`config.mk`:
```
export PLATFORM = sky130hd
export DESIGN_NAME = serial_adder_dec_flat
export DESIGN_NICKNAME = d
export VERILOG_FILES = /design/src/rtl/serial_adder_dec_pkg.sv /design/src/rtl/serial_adder_dec_if.sv /design/src/rtl/serial_adder_dec_fa_dec_cell.sv /design/src/rtl/serial_adder_dec.sv /design/src/flat_wrapper.sv
export SDC_FILE = /design/constraint.sdc
export NUM_CORES = 1
export LEC_CHECK = 0
export ABC_CLOCK_PERIOD_IN_PS = 1750
export BUFFER_PORTS_ARGS = -buffer_cell sky130_fd_sc_hd__buf_2
export CORE_ASPECT_RATIO = 0.7
export CORE_MARGIN = 1
export CORE_UTILIZATION = 49
export DETAILED_ROUTE_END_ITERATION = 12
export PLACE_DENSITY_LB_ADDON = 0.1
export SLEW_MARGIN = 10
export SYNTH_ARGS = -nofsm -noshare
export SYNTH_HDL_FRONTEND = slang
export SYNTH_SLANG_ARGS = --single-unit
export TNS_END_PERCENT = 10
```
`constraint.sdc`:
```
create_clock -name clk -period 1.75 [get_ports clk]
set_clock_uncertainty 0.2 [all_clocks]
set_input_delay 0.2625 -clock clk [delete_from_list [all_inputs] [get_ports clk]]
set_output_delay 0.2625 -clock clk [all_outputs]
set_load 0.05 [all_outputs]
```
`src/rtl/serial_adder_dec_pkg.sv`:
```
// Shared types and helpers for the serial decoder-cell adder.
// Imported by the top module; no feature macros are used here.
package serial_adder_pkg;

    typedef enum logic [1:0] {
        ST_IDLE = 2'd0,
        ST_RUN  = 2'd1,
        ST_DONE = 2'd2
    } state_t;

    // Counter width for a beat count; never narrower than one bit.
    function automatic int unsigned clog2(input int unsigned value);
        int unsigned w;
        w = 0;
        for (int unsigned i = 0; i < 32; i++) begin
            if ((64'd1 << i) < 64'(value)) begin
                w = i + 1;
            end
        end
        return (w < 1) ? 1 : w;
    endfunction

endpackage

```
`src/rtl/serial_adder_dec_if.sv`:
```
// Operand/result handshake bundle for serial_adder_dec.
// Optional SERIAL_ADDER_OVF_EN adds the signed-overflow flag ovf.
interface serial_adder_dec_if #(
    parameter int unsigned WIDTH = 8
);
    logic             in_valid;
    logic             in_ready;
    logic [WIDTH-1:0] a;
    logic [WIDTH-1:0] b;
    logic             cin;
    logic             sub;
    logic             out_valid;
    logic             out_ready;
    logic [WIDTH-1:0] sum;
    logic             cout;
`ifdef SERIAL_ADDER_OVF_EN
    logic             ovf;

    modport master (
        output in_valid, a, b, cin, sub, out_ready,
        input  in_ready, out_valid, sum, cout, ovf
    );

    modport slave (
        input  in_valid, a, b, cin, sub, out_ready,
        output in_ready, out_valid, sum, cout, ovf
    );
`else
    modport master (
        output in_valid, a, b, cin, sub, out_ready,
        input  in_ready, out_valid, sum, cout
    );

    modport slave (
        input  in_valid, a, b, cin, sub, out_ready,
        output in_ready, out_valid, sum, cout
    );
`endif
endinterface

```
`src/rtl/serial_adder_dec_fa_dec_cell.sv`:
```
// One-bit full adder realised as a 3-to-8 one-hot decoder of {a,b,c}.
// sum ORs minterms 1,2,4,7; carry ORs minterms 3,5,6,7.
module fa_dec_cell (
    input  logic a,
    input  logic b,
    input  logic c,
    output logic s,
    output logic co
);
    logic [7:0] dec;

    always_comb begin
        dec = '0;
        dec[{a, b, c}] = 1'b1;
    end

    assign s  = |(dec & 8'b1001_0110);
    assign co = |(dec & 8'b1110_1000);

endmodule

```
`src/rtl/serial_adder_dec.sv`:
```
// Multi-cycle add/subtract: BPC chained decoder FA cells per beat, LSB first.
// Define SERIAL_ADDER_OVF_EN to add the registered signed-overflow output ovf.
module serial_adder_dec
    import serial_adder_pkg::*;
#(
    parameter int unsigned WIDTH = 8,
    parameter int unsigned BPC   = 1
) (
    input logic              clk,
    input logic              rst_n,
    serial_adder_dec_if.slave bus
);
    localparam int unsigned BEATS = WIDTH / BPC;
    localparam int unsigned CW    = clog2(BEATS);
    localparam logic [CW-1:0] LAST = CW'(BEATS - 1);

    if (WIDTH < 2 || BPC < 1 || (WIDTH % BPC) != 0) begin : g_param_check
        $error("serial_adder_dec: WIDTH must be >= 2 and a multiple of BPC");
    end

    state_t           state;
    logic [WIDTH-1:0] sa;
    logic [WIDTH-1:0] sb;
    logic [WIDTH-1:0] res;
    logic [WIDTH-1:0] res_next;
    logic [WIDTH-1:0] sum_q;
    logic             carry;
    logic             cout_q;
    logic             in_ready_q;
    logic             out_valid_q;
    logic [CW-1:0]    cnt;
    logic [BPC:0]     c;
    logic [BPC-1:0]   s;

    assign c[0] = carry;

    for (genvar i = 0; i < BPC; i++) begin : g_cell
        fa_dec_cell u_cell (
            .a  (sa[i]),
            .b  (sb[i]),
            .c  (c[i]),
            .s  (s[i]),
            .co (c[i+1])
        );
    end

    // New sum bits enter at the top so the last beat leaves the result LSB-aligned.
    always_comb begin
        res_next = res >> BPC;
        res_next[WIDTH-1 -: BPC] = s;
    end

`ifdef SERIAL_ADDER_OVF_EN
    logic ovf_q;
    assign bus.ovf = ovf_q;
`endif

    always_ff @(posedge clk or negedge rst_n) begin
        if (!rst_n) begin
            state       <= ST_IDLE;
            in_ready_q  <= 1'b1;
            out_valid_q <= 1'b0;
            sum_q       <= '0;
            cout_q      <= 1'b0;
            sa          <= '0;
            sb          <= '0;
            res         <= '0;
            carry       <= 1'b0;
            cnt         <= '0;
`ifdef SERIAL_ADDER_OVF_EN
            ovf_q       <= 1'b0;
`endif
        end else begin
            case (state)
                ST_IDLE: begin
                    if (bus.in_valid) begin
                        sa         <= bus.a;
                        sb         <= bus.sub ? ~bus.b : bus.b;
                        carry      <= bus.sub ? 1'b1 : bus.cin;
                        cnt        <= '0;
                        in_ready_q <= 1'b0;
                        state      <= ST_RUN;
                    end
                end
                ST_RUN: begin
                    sa    <= sa >> BPC;
                    sb    <= sb >> BPC;
                    res   <= res_next;
                    carry <= c[BPC];
                    cnt   <= cnt + 1'b1;
                    if (cnt == LAST) begin
                        sum_q       <= res_next;
                        cout_q      <= c[BPC];
                        out_valid_q <= 1'b1;
                        state       <= ST_DONE;
`ifdef SERIAL_ADDER_OVF_EN
                        ovf_q       <= c[BPC-1] ^ c[BPC];
`endif
                    end
                end
                ST_DONE: begin
                    if (bus.out_ready) begin
                        out_valid_q <= 1'b0;
                        in_ready_q  <= 1'b1;
                        state       <= ST_IDLE;
                    end
                end
                default: begin
                    out_valid_q <= 1'b0;
                    in_ready_q  <= 1'b1;
                    state       <= ST_IDLE;
                end
            endcase
        end
    end

    assign bus.in_ready  = in_ready_q;
    assign bus.out_valid = out_valid_q;
    assign bus.sum       = sum_q;
    assign bus.cout      = cout_q;

endmodule

```
`src/flat_wrapper.sv`:
```
// flat-port wrapper written by rule: the top's interface ports become plain ports
module serial_adder_dec_flat import serial_adder_pkg::*;
#(
    parameter int unsigned WIDTH = 8,
    parameter int unsigned BPC   = 1
)
  (clk, rst_n, bus_in_valid, bus_a, bus_b, bus_cin, bus_sub, bus_out_ready, bus_in_ready, bus_out_valid, bus_sum, bus_cout);
  serial_adder_dec_if #(.WIDTH(WIDTH)) bus_i ();
  input logic clk;
  input logic rst_n;
  input wire logic [$bits(bus_i.in_valid)-1:0] bus_in_valid;
  input wire logic [$bits(bus_i.a)-1:0] bus_a;
  input wire logic [$bits(bus_i.b)-1:0] bus_b;
  input wire logic [$bits(bus_i.cin)-1:0] bus_cin;
  input wire logic [$bits(bus_i.sub)-1:0] bus_sub;
  input wire logic [$bits(bus_i.out_ready)-1:0] bus_out_ready;
  output wire logic [$bits(bus_i.in_ready)-1:0] bus_in_ready;
  output wire logic [$bits(bus_i.out_valid)-1:0] bus_out_valid;
  output wire logic [$bits(bus_i.sum)-1:0] bus_sum;
  output wire logic [$bits(bus_i.cout)-1:0] bus_cout;
  assign bus_i.in_valid = bus_in_valid;
  assign bus_i.a = bus_a;
  assign bus_i.b = bus_b;
  assign bus_i.cin = bus_cin;
  assign bus_i.sub = bus_sub;
  assign bus_i.out_ready = bus_out_ready;
  assign bus_in_ready = bus_i.in_ready;
  assign bus_out_valid = bus_i.out_valid;
  assign bus_sum = bus_i.sum;
  assign bus_cout = bus_i.cout;
  serial_adder_dec #(.WIDTH(WIDTH), .BPC(BPC)) u_core (.clk(clk), .rst_n(rst_n), .bus(bus_i));
endmodule
```
; After elaboration in Yosys (flattened, before gate mapping)
; Cells that the tools add are included.
[op_classes]
shift = 0
n_reduce_logical = 10
n_mul = 0
add_sub_neg = 1
n_div = 0
bitwise = 3
eq_ne = 6
mux = 22
magnitude_cmp = 2
[op_table]
columns = cell, n
row1 = $pmux W8 S2, 2
row2 = $mux W8, 3
row3 = $reduce_and A3 Y1, 3
row4 = $not A8 Y8, 1
row5 = $reduce_or A4 Y1, 2
row6 = $mux W1, 7
row7 = $mux W2, 3
row8 = $pmux W1 S3, 2
row9 = $pmux W2 S3, 1
row10 = $pmux W3 S2, 1
row11 = $lt A3 B4 Y1 const B, 1
row12 = $ne A2 B2 Y1 const B, 2
row13 = $reduce_and A2 Y1, 2
row14 = $add A3 B1 Y3 const B, 1
row15 = $demux W1 S3, 1
row16 = $eq A3 B3 Y1 const B, 1
row17 = $ge A3 B1 Y1 const B, 1
row18 = $mux W3, 1
row19 = $eq A2 B1 Y1 const B, 1
row20 = $eq A2 B2 Y1 const B, 1
row21 = $logic_not A2 Y1, 1
row22 = $ne A2 B1 Y1 const B, 1
row23 = $not A1 Y1, 2
row24 = $pmux W1 S2, 1
row25 = 2 further kinds, 2
[totals]
output_inout_bits = 11
regBits = 41
mem_bits_rw = 0
inputBits = 22
latch_bits = 0
n_memories = 0
mem_bits_ro = 0
wordCells = 54

; Depth between registers and ports, before layout
; Gate-level depths: netlist of the first run.
[logic_depth]
depth_word = 6
ltp_mapped = 6
depth_no_buf = 5

; By module
; A second synthesis of the first run with hierarchy kept.
[unflattened]
cells_unflattened = 140
area_unflattened_um2 = 1740.4
[modules_own_cells]
columns = mod, seq_area_each_um2, cells_each, area_per_inst_um2, n_inst
row1 = serial_adder_dec, 1002.2, 138, 1706.6, 1
row2 = fa_dec_cell, 0.0, 2, 33.8, 1

; Least setup slack after synthesis of the first run
; OpenSTA, ideal clock, no wires.
[synth_timing]
path_kind = flip-flop to flip-flop
from = register u_core.cnt[0]
to = register u_core.sum_q[2] (netlist: u_core.bus.sum[2])
slack_ns = -0.004
t_required_ns = 1.422
path_stages_with_launch = 6
t_arrival_ns = 1.427
n_path_buf = 1
path_cell_list = dfrtp_1 -> ha_1 -> ha_1 -> nand3b_1 -> buf_2 -> mux2_1
[synth_between]
elab_chain_cells = 2
[synth_lines]
columns = item, line_no
row1 = start: declaration, serial_adder_dec.sv:31  ; logic [CW-1:0] cnt;
row2 = start signal: assignment, serial_adder_dec.sv:90  ; cnt <= cnt + 1'b1;
row3 = $eq A3 B3 Y1, serial_adder_dec.sv:91  ; if (cnt == LAST) begin
row4 = $reduce_and A2 Y1 (no source line), --
row5 = end signal: assignment, serial_adder_dec.sv:92  ; sum_q <= res_next;
row6 = end: declaration, serial_adder_dec.sv:26  ; logic [WIDTH-1:0] sum_q;
; No other way between the ends.
; A chain may end at the register's enable or synchronous reset.

; Worst setup path in the final report of the first run
[layout_timing]
from = register u_core.cnt[0]
to = register u_core.sum_q[0] (netlist: u_core.bus.sum[0])
; The elaborated chain is that of the path after synthesis.

==> impl.org, run 1 <==
** Status
- Outcome :: completed

** Worst setup path
- The worst register-to-register path begins at u_core.cnt[0]$_DFFE_PN0P_.
- The worst register-to-register path has a setup slack of approximately 60 ps.
- Walking the worst path, the cells encountered are ha_2, ha_4, nand3b_1, buf_12, mux2_2.
- Arrival time of data at the critical path endpoint :: roughly 1700 ps
- The worst register-to-register path has a depth of 5.
- The setup path with the least slack is of type register to register.
- R2R Path End :: u_core.bus.sum[0]$_DFFE_PN0P_
- For the worst setup path, the data required time is approximately 1700 ps.
- The worst setup path is captured at a register.
- Critical Path Start Type :: register
- Worst path max stage delay :: 400 ps
- Among all stages on the critical path, the largest delay is contributed by sky130_fd_sc_hd__dfrtp_1.
- Largest fanout of any net on the critical path :: 12

** GRT
- Antenna violations before repair :: 0
- The first global-routing pass estimated 5600 um of wire.
- Remaining Overflow, GRT :: 0
- Global routing used 19.8% of the available tracks.
- Number of global-route vias before repair :: between 1000 and 1500
- Pin count of the biggest net entering global routing :: 24

** Power
- For this design the total switching power over the nets is between 1.5 and 2 mW.
- Power density over the cells :: approximately 1700 nW/um^2
- Of the total power, combinational logic draws between 40 and 50%.
- Relative contribution of sequential cells to total power :: a little over two fifths
- In this run the static leakage power is 1.08 nW.
- Internal power comes to 2.24 mW.
- Clock Power Share :: approximately 16%
- Sw frac :: approximately 41%
- Across the VDD grid, the largest voltage drop is 0.000631 V.

** Min path
- HP Start :: bus_a[7]
- Cells on Worst Hold Path :: 2
- Min-Delay Path Class :: primary input to register
- Hold Crit Endpoint :: u_core.sa[7]$_DFFE_PN0P_

** Cells and area
- Final cell count without fillers :: 258
- In the final design database the tool counted about 230 nets.
- The area growth from synthesis to layout is 22.0%.
- Summing all non-filler instances in the final layout gives an area of 2200 um^2.
- Share of final-layout standard cells stronger than drive strength 1 :: between 20 and 30%
- Final antenna diode count :: 0
- Counting the fill cells in the layout gives roughly 300.

** Die
- The core region is between 3000 and 4000 um^2.
- Once the floorplan was initialized, standard cells occupied 51.4% of the core.
- The die covers roughly 3900 um^2.
- Core Rows :: 18
- Die boundary height :: about 53 um
- Die X-Extent :: ~75 um
- Pin placement for this block handled 33 I/O pins.

** Detailed routing
- The routed design has 3450 um of wire.
- In the detailed route, the total length drawn on met2 is 1570 um.
- Detailed Routing Iterations Pass 1 :: 4
- Dividing the detail-routed wire length by the instance count gives roughly 13 um.
- The routed design uses 170 um of met3 wire.
- The detailed router put a total of 1650 um of wire on met1.
- Residual DRC count :: 0
- Total via count after detailed routing :: about 1400
- Drt via density :: ~5.2
- In this run the remaining antenna-violating nets after routing total 0.
- The first routing iteration left 107 violations.
- Max layer used :: met4

** STA
- Setup violations remaining at the end of the flow were counted as 0.
- Final period util :: roughly 97%
- Across all setup checks in the final design, the least slack found is between 60 and 70 ps.
- For the pin with the worst max-slew slack, the measured transition is about 460 ps.
- Setup repair after global routing left no endpoint under its margin.
- The worst path in the final design needs a cycle of ~1700 ps, including I/O delays and setup.
- Setup total negative slack on the finished layout was measured at 0 ps.
- Fin. max-slew vios :: 0
- Worst hold slack :: 29.7 ps
- Worst-case headroom to the max-slew limit :: 69.1%
- The number of hold violations in the final report came to 0.
- Based on the critical path, the design can be clocked at up to 0.592 GHz.

** Yosys
- When the netlist entered floorplanning its net count stood at 190.
- Distinct cells, synth :: 31
- During synthesis, Yosys emitted a total of 0 warnings.
- The synthesized design contains 40 register bits.
- Post-synthesis sequential area ratio :: between 50% and 60%
- Synthesis produced roughly 170 cells.
- Avg Synthesized Cell Area :: between 10 and 15 um^2
- Netlist area before placement :: 1810 um^2

** Placement
- Routability-driven placement finished with a final weighted congestion of just over 0.8.
- Post-placement cell count :: around 250
- Count of buffers from port buffering :: 32
- Detailed placement ended at an HPWL of approximately 2400 um.
- Post-Place Setup Slack :: -8.08 ps
- In this run the cell area measured after placement is between 2000 and 2500 um^2.

** CTS
- TritonCTS built the clock tree.
- Number of H-tree branching levels :: 2
- Clk slew on worst S/H paths :: roughly 80 ps
- Insertion delay to the later sink of the worst-skew pair :: between 200 and 300 ps
- Buffer depth of the longest clock path :: 2
- The clock net in this run drives a total of 40 sinks.
- Number of clock buffers inserted by TritonCTS :: 5
- Clock tree synthesis selected as its root buffer the cell sky130_fd_sc_hd__clkbuf_8.

** Job
- Max-cap violations in this run came to 0.
[cell families after synthesis]
group | synth area share, %
xor+xnor | 4.85
fa+ha+maj | 1.39
buf+inv | 4.92
compound gates | 15.7
mux | 4.37
simple gates | 13.3
flops | 55.5
[how the worst max path moves through the flow]
stage | start | to | slack, ps
2_1_floorplan | u_core.cnt[0]$_DFFE_PN0P_ | u_core.bus.sum[2]$_DFFE_PN0P_ | 40
3_3_place_gp | u_core.cnt[0]$_DFFE_PN0P_ | u_core.bus.sum[0]$_DFFE_PN0P_ | 30
3_5_place_dp | u_core.cnt[0]$_DFFE_PN0P_ | u_core.bus.sum[0]$_DFFE_PN0P_ | -8
4_1_cts | u_core.cnt[0]$_DFFE_PN0P_ | u_core.bus.sum[0]$_DFFE_PN0P_ | 30
5_1_grt | u_core.cnt[0]$_DFFE_PN0P_ | u_core.bus.sum[0]$_DFFE_PN0P_ | 10
6_report | u_core.cnt[0]$_DFFE_PN0P_ | u_core.bus.sum[0]$_DFFE_PN0P_ | 60
[sequential cells by signal, summed over array words and instances (netlist names)]
signal,cells
u_core.carry,1
u_core.cnt,3
u_core.sb,8
u_core.state,2
u_core.sa,8
u_core.res,7
u_core.bus.in_ready,1
u_core.bus.sum,8
u_core.bus.cout,1
u_core.bus.out_valid,1
[worst max-delay path: cells and delay by family, from the launching register on]
kind	cells	cell delay (ps)
adders and majority gates	2	360
buffers and inverters	1	150
DFF	1	400
muxes	1	330
and+or+nand+nor	1	120
[final cells by class]
class / instances / area [um^2] / area share, %
clock inverters: 2 / 12.5 / 0.568
clock buffers: 6 / 72.6 / 3.30
inverters: 6 / 22.5 / 1.02
repair buffers: 44 / 290 / 13.2
well taps: 50 / 62.6 / 2.84
flip-flops and latches: 40 / 1000 / 45.5
multi-input cells: 110 / 739 / 33.6
[stage by stage]
step | utilization, % | power, mW
2_1_floorplan | - | 2.71
3_3_place_gp | 59.0 | 3.08
3_5_place_dp | 59.0 | 3.16
4_1_cts | 62.1 | 3.77
5_1_grt | 62.7 | 4.04
6_report | 62.7 | 3.78
[layout by cell type (no fill, tap or decap), drive strengths merged, types with 2 or more instances in the layout]
cell	synthesis	layout
mux2	7	7
nand2	33	33
nor3b	5	5
clkbuf	2	6
a221o	4	4
dfrtp	39	39
xor2	9	9
o21ai	14	14
ha	2	2
a22o	2	2
nor2b	5	5
buf	8	43
a222oi	3	3
a21oi	4	4
inv	6	6
nor2	5	5
a22oi	8	8
[power by group through the flow]
stage | sequential (mW) | clock (mW) | combinational, mW
floorplan | 1.84 | 0 | 0.872
global placement | 1.56 | 0 | 1.52
detailed placement | 1.58 | 0 | 1.57
CTS | 1.57 | 0.608 | 1.60
global route | 1.63 | 0.641 | 1.77
finish | 1.58 | 0.590 | 1.61
[cell usage after synthesis]
cell	n	area share [%]
sky130_fd_sc_hd__dfrtp_1	39	54
sky130_fd_sc_hd__nand2_1	33	6.9
sky130_fd_sc_hd__o21ai_0	11	3.0
sky130_fd_sc_hd__xor2_1	9	4.4
sky130_fd_sc_hd__a22oi_1	8	3.3
sky130_fd_sc_hd__inv_1	6	1.2
sky130_fd_sc_hd__buf_2	5	1.4
sky130_fd_sc_hd__mux2_1	5	3.1
sky130_fd_sc_hd__nor2_1	5	1.0
sky130_fd_sc_hd__nor2b_1	5	1.7
sky130_fd_sc_hd__a21oi_1	4	1.1
sky130_fd_sc_hd__a221o_1	4	2.2
sky130_fd_sc_hd__nor3b_1	4	1.7
sky130_fd_sc_hd__a222oi_1	3	1.7
sky130_fd_sc_hd__buf_6	3	1.9
sky130_fd_sc_hd__o21ai_1	3	0.83
sky130_fd_sc_hd__a22o_1	2	0.97
sky130_fd_sc_hd__clkbuf_1	2	0.42
sky130_fd_sc_hd__ha_1	2	1.4
sky130_fd_sc_hd__mux2_2	2	1.2
sky130_fd_sc_hd__a2bb2oi_1	1	0.49
sky130_fd_sc_hd__a32o_1	1	0.55
sky130_fd_sc_hd__dfstp_2	1	1.5
sky130_fd_sc_hd__nand2b_1	1	0.35
sky130_fd_sc_hd__nand3b_1	1	0.42
sky130_fd_sc_hd__nor3b_2	1	0.69
sky130_fd_sc_hd__o21a_1	1	0.42
sky130_fd_sc_hd__o21bai_2	1	0.62
sky130_fd_sc_hd__o31ai_1	1	0.42
sky130_fd_sc_hd__or4b_1	1	0.55
sky130_fd_sc_hd__xnor2_1	1	0.49
[what timing repair did]
action,in CTS,in global routing
endpoints found under the setup margin,11,13
hold buffers,1,0
buffers inserted,1,0
gates resized for setup,2,3
endpoints found under the hold margin,17,0
[per-layer routing]
layer	GRT usage, %	up-vias
met5	0	-
met4	8.18	0
li1	-	658
met1	25.9	650
met3	5.96	7
met2	30.8	38
Power figures use the tool's default switching activity.
==> run 2: changes to the inputs <==
--- a/config.mk
+++ b/config.mk
@@ -5,12 +5,12 @@
 export SDC_FILE = /design/constraint.sdc
 export NUM_CORES = 1
 export LEC_CHECK = 0
-export ABC_CLOCK_PERIOD_IN_PS = 1750
-export BUFFER_PORTS_ARGS = -buffer_cell sky130_fd_sc_hd__buf_2
+export ABC_CLOCK_PERIOD_IN_PS = 1700
 export CORE_ASPECT_RATIO = 0.7
 export CORE_MARGIN = 1
-export CORE_UTILIZATION = 49
+export CORE_UTILIZATION = 58
 export DETAILED_ROUTE_END_ITERATION = 12
+export DONT_BUFFER_PORTS = 1
 export PLACE_DENSITY_LB_ADDON = 0.1
 export SLEW_MARGIN = 10
 export SYNTH_ARGS = -nofsm -noshare
==> constraint.sdc (replaced) <==
create_clock -name clk -period 1.7 [get_ports clk]
set_clock_uncertainty 0.2 [all_clocks]
set_input_delay 0.255 -clock clk [delete_from_list [all_inputs] [get_ports clk]]
set_output_delay 0.255 -clock clk [all_outputs]
set_load 0.05 [all_outputs]
==> run 2 against run 1 <==
The flow now finishes with violations (negative hold slack). Critical endpoint unchanged. Critical path type unchanged. Sequential share of layout area up 0.27 points. Largest power group is now registers. Largest cell class unchanged. Total power is 9.7% higher. Final area decreased by 0.34%. Clock power is 41% higher. Via count decreased by 3.3%.
==> impl.org, run 2 (synthesized netlist as in run 1, its figures left out) <==
** Status
- Outcome :: finished with violations
- Violated checks :: negative hold slack

** Die
- The initial core utilization was 62.6% (+11 points).
- The overall die area was 3340 um^2 (-15%).
- Core Rows :: 16 (-2)
- The horizontal extent of the die came to 68.7 um (-7.9%).
- The I/O pin count came to 33 (unchanged).
- The area of the core is 2880 um^2 (-18%).
- Die boundary height :: 48.7 um (-7.8%)

** Placement
- Count of buffers from port buffering :: 0 (-100%)
- The HPWL reported at the end of detailed placement came to 2380 um (-1.7%).
- Weighted congestion at the end of routability-driven global placement :: 0.770 (-5.1%)

** CTS
- The clock slew seen by the registers of the worst setup and hold paths is 70 ps (about the same).
- Buffer depth of the longest clock path :: 2 (unchanged)
- The source-to-sink clock delay at the later pin of the worst-skew pair was 280 ps (about the same).
- CTS root buf :: sky130_fd_sc_hd__clkbuf_8
- Number of H-tree branching levels :: 2 (unchanged)
- The sink count of the clock tree was 40 (unchanged).
- The TritonCTS buffer count is 5 (unchanged).
- TritonCTS built the clock tree.

** STA
- The shortest period the worst path allows is 1670 ps (-19.9 ps).
- Setup repair after global routing could not meet its margin everywhere.
- The final hold slack is -3.59 ps (-33.3 ps).
- The number of hold violations in the final report was 1 (+1).
- Final setup violating endpoints :: 0 (unchanged)
- The period utilization is 98.2% (+1.7 points).
- Worst-case headroom to the max-slew limit :: 65.4% (-3.7 points)
- The number of max-slew violations in the final report came to 0 (unchanged).
- Maximum clock rate :: 0.599 GHz (+1.2%)
- The actual slew at the worst max-slew pin came to 519 ps (+58.0 ps).

** Cells and area
- Share of final-layout standard cells stronger than drive strength 1 :: 21.9% (-6.0 points)
- The count of nets after finishing is 215 (-6.9%).
- Area delta synth->final :: 21.6%
- The top cell types in the final layout, fill and taps aside, are sky130_fd_sc_hd__dfrtp_1 (37), sky130_fd_sc_hd__nand2_1 (33), sky130_fd_sc_hd__buf_4 (17), sky130_fd_sc_hd__o21ai_0 (11), sky130_fd_sc_hd__xor2_1 (9).
- Most frequent standard cell in the layout excluding fill and tap cells :: sky130_fd_sc_hd__dfrtp_1
- Final antenna diode count :: 0 (unchanged)

** Worst setup path
- The maximum fanout along the worst path came to 5 (-7).
- STA classifies the critical path endpoint as a register.
- Reg-to-reg setup timing slack :: 30 ps (-30 ps)
- The worst register-to-register path ends at u_core.bus.sum[0]$_DFFE_PN0P_.
- Arrival time of data at the critical path endpoint :: 1640 ps (-20 ps)
- The critical path is of the register to register type.
- Worst path required time :: 1670 ps (-50 ps)
- The worst-case reg-to-reg path depth came to 5 (unchanged).
- Critical Path Start Type :: register
- The worst register-to-register path begins at u_core.cnt[0]$_DFFE_PN0P_.

** Detailed routing
- Count of routing violations after the opening detailed-route iteration :: 97 (-9.3%)
- The post-route DRC violation count came to 0 (unchanged).
- The final wirelength was 3630 um (+5.4%).
- The number of antenna-violating nets in the routed design came to 0 (unchanged).
- Detailed Routing Iterations Pass 1 :: 4 (unchanged)
- Drt via density :: 5.74 (+9.4%)
- Total via count after detailed routing :: 1308 (-3.3%)
- The average detailed-routed wire length per instance came to 15.9 um (+19%).

** GRT
- The total global routing overflow was 0 (unchanged).
- Global-route wire length before repair :: 6160 um (+10%)
- The via count of the first global-routing pass came to 1373 (+8.9%).
- The largest net degree at the start of global routing was 41 (+71%).
- GR Util All Layers :: 25.3% (+5.5 points)
- The initial antenna violation count is 0 (unchanged).

** Power
- The leakage power came to 1.06 nW (-1.8%).
- The switching part of the total power was 38.4% (-2.3 points).
- The power share of the clock group was 20.1% (+4.5 points).
- The largest vdd supply drop was 0.00111 V (+75%).
- The total power per unit cell area was 1890 nW/um^2 (+10%).
- The part of the total power dissipated in combinational logic came to 35.5% (-7.1 points).
- Overall power after layout :: 4.14 mW (+9.7%)
- The switching power total came to 1.59 mW (+3.6%).
- Internal power consumption :: 2.55 mW (+14%)
- The proportion of power drawn by flip-flops and latches is 44.3% (+2.5 points).

** Min path
- The worst hold path begins at bus_a[2].
- Hold Crit Endpoint :: u_core.sa[2]$_DFFE_PN0P_
- Cells on Worst Hold Path :: 2 (unchanged)
- Min-Delay Path Class :: primary input to register

** Job
- Max-capacitance violation count :: 0 (unchanged)
==> run 2: changes by cell type in the layout (fill, tap and decap cells not counted), sizes merged <==
cell | before | now
buf | 43 | 20
dlygate4sd3 | 1 | 8
bufinv | 0 | 1
clkbuf | 6 | 7
clkinv | 1 | 0
clkinvlp | 1 | 0
==> run 2: worst max-delay path by stage <==
stage	end	slack, ps	startpoint
6_report	u_core.bus.sum[0]$_DFFE_PN0P_	30	u_core.cnt[0]$_DFFE_PN0P_
5_1_grt	u_core.bus.sum[0]$_DFFE_PN0P_	-20	u_core.cnt[0]$_DFFE_PN0P_
4_1_cts	u_core.bus.sum[3]$_DFFE_PN0P_	-10	u_core.cnt[1]$_DFFE_PN0P_
3_5_place_dp	u_core.bus.sum[0]$_DFFE_PN0P_	-30	u_core.cnt[0]$_DFFE_PN0P_
3_3_place_gp	u_core.bus.sum[0]$_DFFE_PN0P_	30	u_core.cnt[0]$_DFFE_PN0P_
2_1_floorplan	u_core.bus.sum[2]$_DFFE_PN0P_	0.7	u_core.cnt[0]$_DFFE_PN0P_
==> run 2: layout make-up <==
cell class / instances / area [um^2]
Sequential cell: 40 / 1000
Multi-Input combinational cell: 110 / 746
Fill cell: 196 / 688
Timing Repair Buffer: 28 / 250
Clock buffer: 7 / 96.3
Tap cell: 36 / 45.0
Clock inverter: 1 / 30.0
Inverter: 6 / 22.5
==> run 2: routing by layer <==
metal | up-vias | track usage (%) | share of wire, %
li1 | 625 | - | -
met1 | 637 | 34.2 | 46
met2 | 44 | 38.9 | 47
met3 | 2 | 7.08 | 6.6
met4 | 0 | 8.68 | 0.52
met5 | - | 0 | 0
==> run 2: critical path, stage by stage, from the launching register on <==
cell	delay (ps)
sky130_fd_sc_hd__dfrtp_1	390
sky130_fd_sc_hd__ha_2	190
sky130_fd_sc_hd__ha_2	180
sky130_fd_sc_hd__nand3b_1	140
sky130_fd_sc_hd__buf_6	160
sky130_fd_sc_hd__mux2_4	300
==> run 2: metrics by stage <==
stage / utilization [%] / instances / TNS [ps] / setup WS [ps] / area (um^2)
global placement: 66.5 / 208 / 0 / 26.5 / 1920
CTS: 76.4 / 229 / -47.8 / -13.8 / 2200
global route: 76.1 / 228 / -60.6 / -15.8 / 2190
floorplan: - / 166 / 0 / 0.741 / 1810
finish: 76.1 / 228 / 0 / 30.0 / 2190
detailed placement: 66.5 / 208 / -92.0 / -28.0 / 1920
==> run 2: timing repair <==
item / in CTS / in global routing
cloned: 1 / 0
hold endpoints to repair: 49 / 0
setup buffers: 3 / 1
hold buffers: 9 / 0
pin swaps: 2 / 1
resized for setup: 4 / 10
setup endpoints to repair: 7 / 12
==> run 2: power groups by stage <==
stage | clock network, mW | registers, mW | logic [mW]
detailed placement | 0 | 1.84 | 1.34
floorplan | 0 | 1.89 | 0.900
CTS | 0.853 | 1.82 | 1.43
finish | 0.834 | 1.84 | 1.47
global placement | 0 | 1.81 | 1.27
global route | 0.896 | 1.89 | 1.63
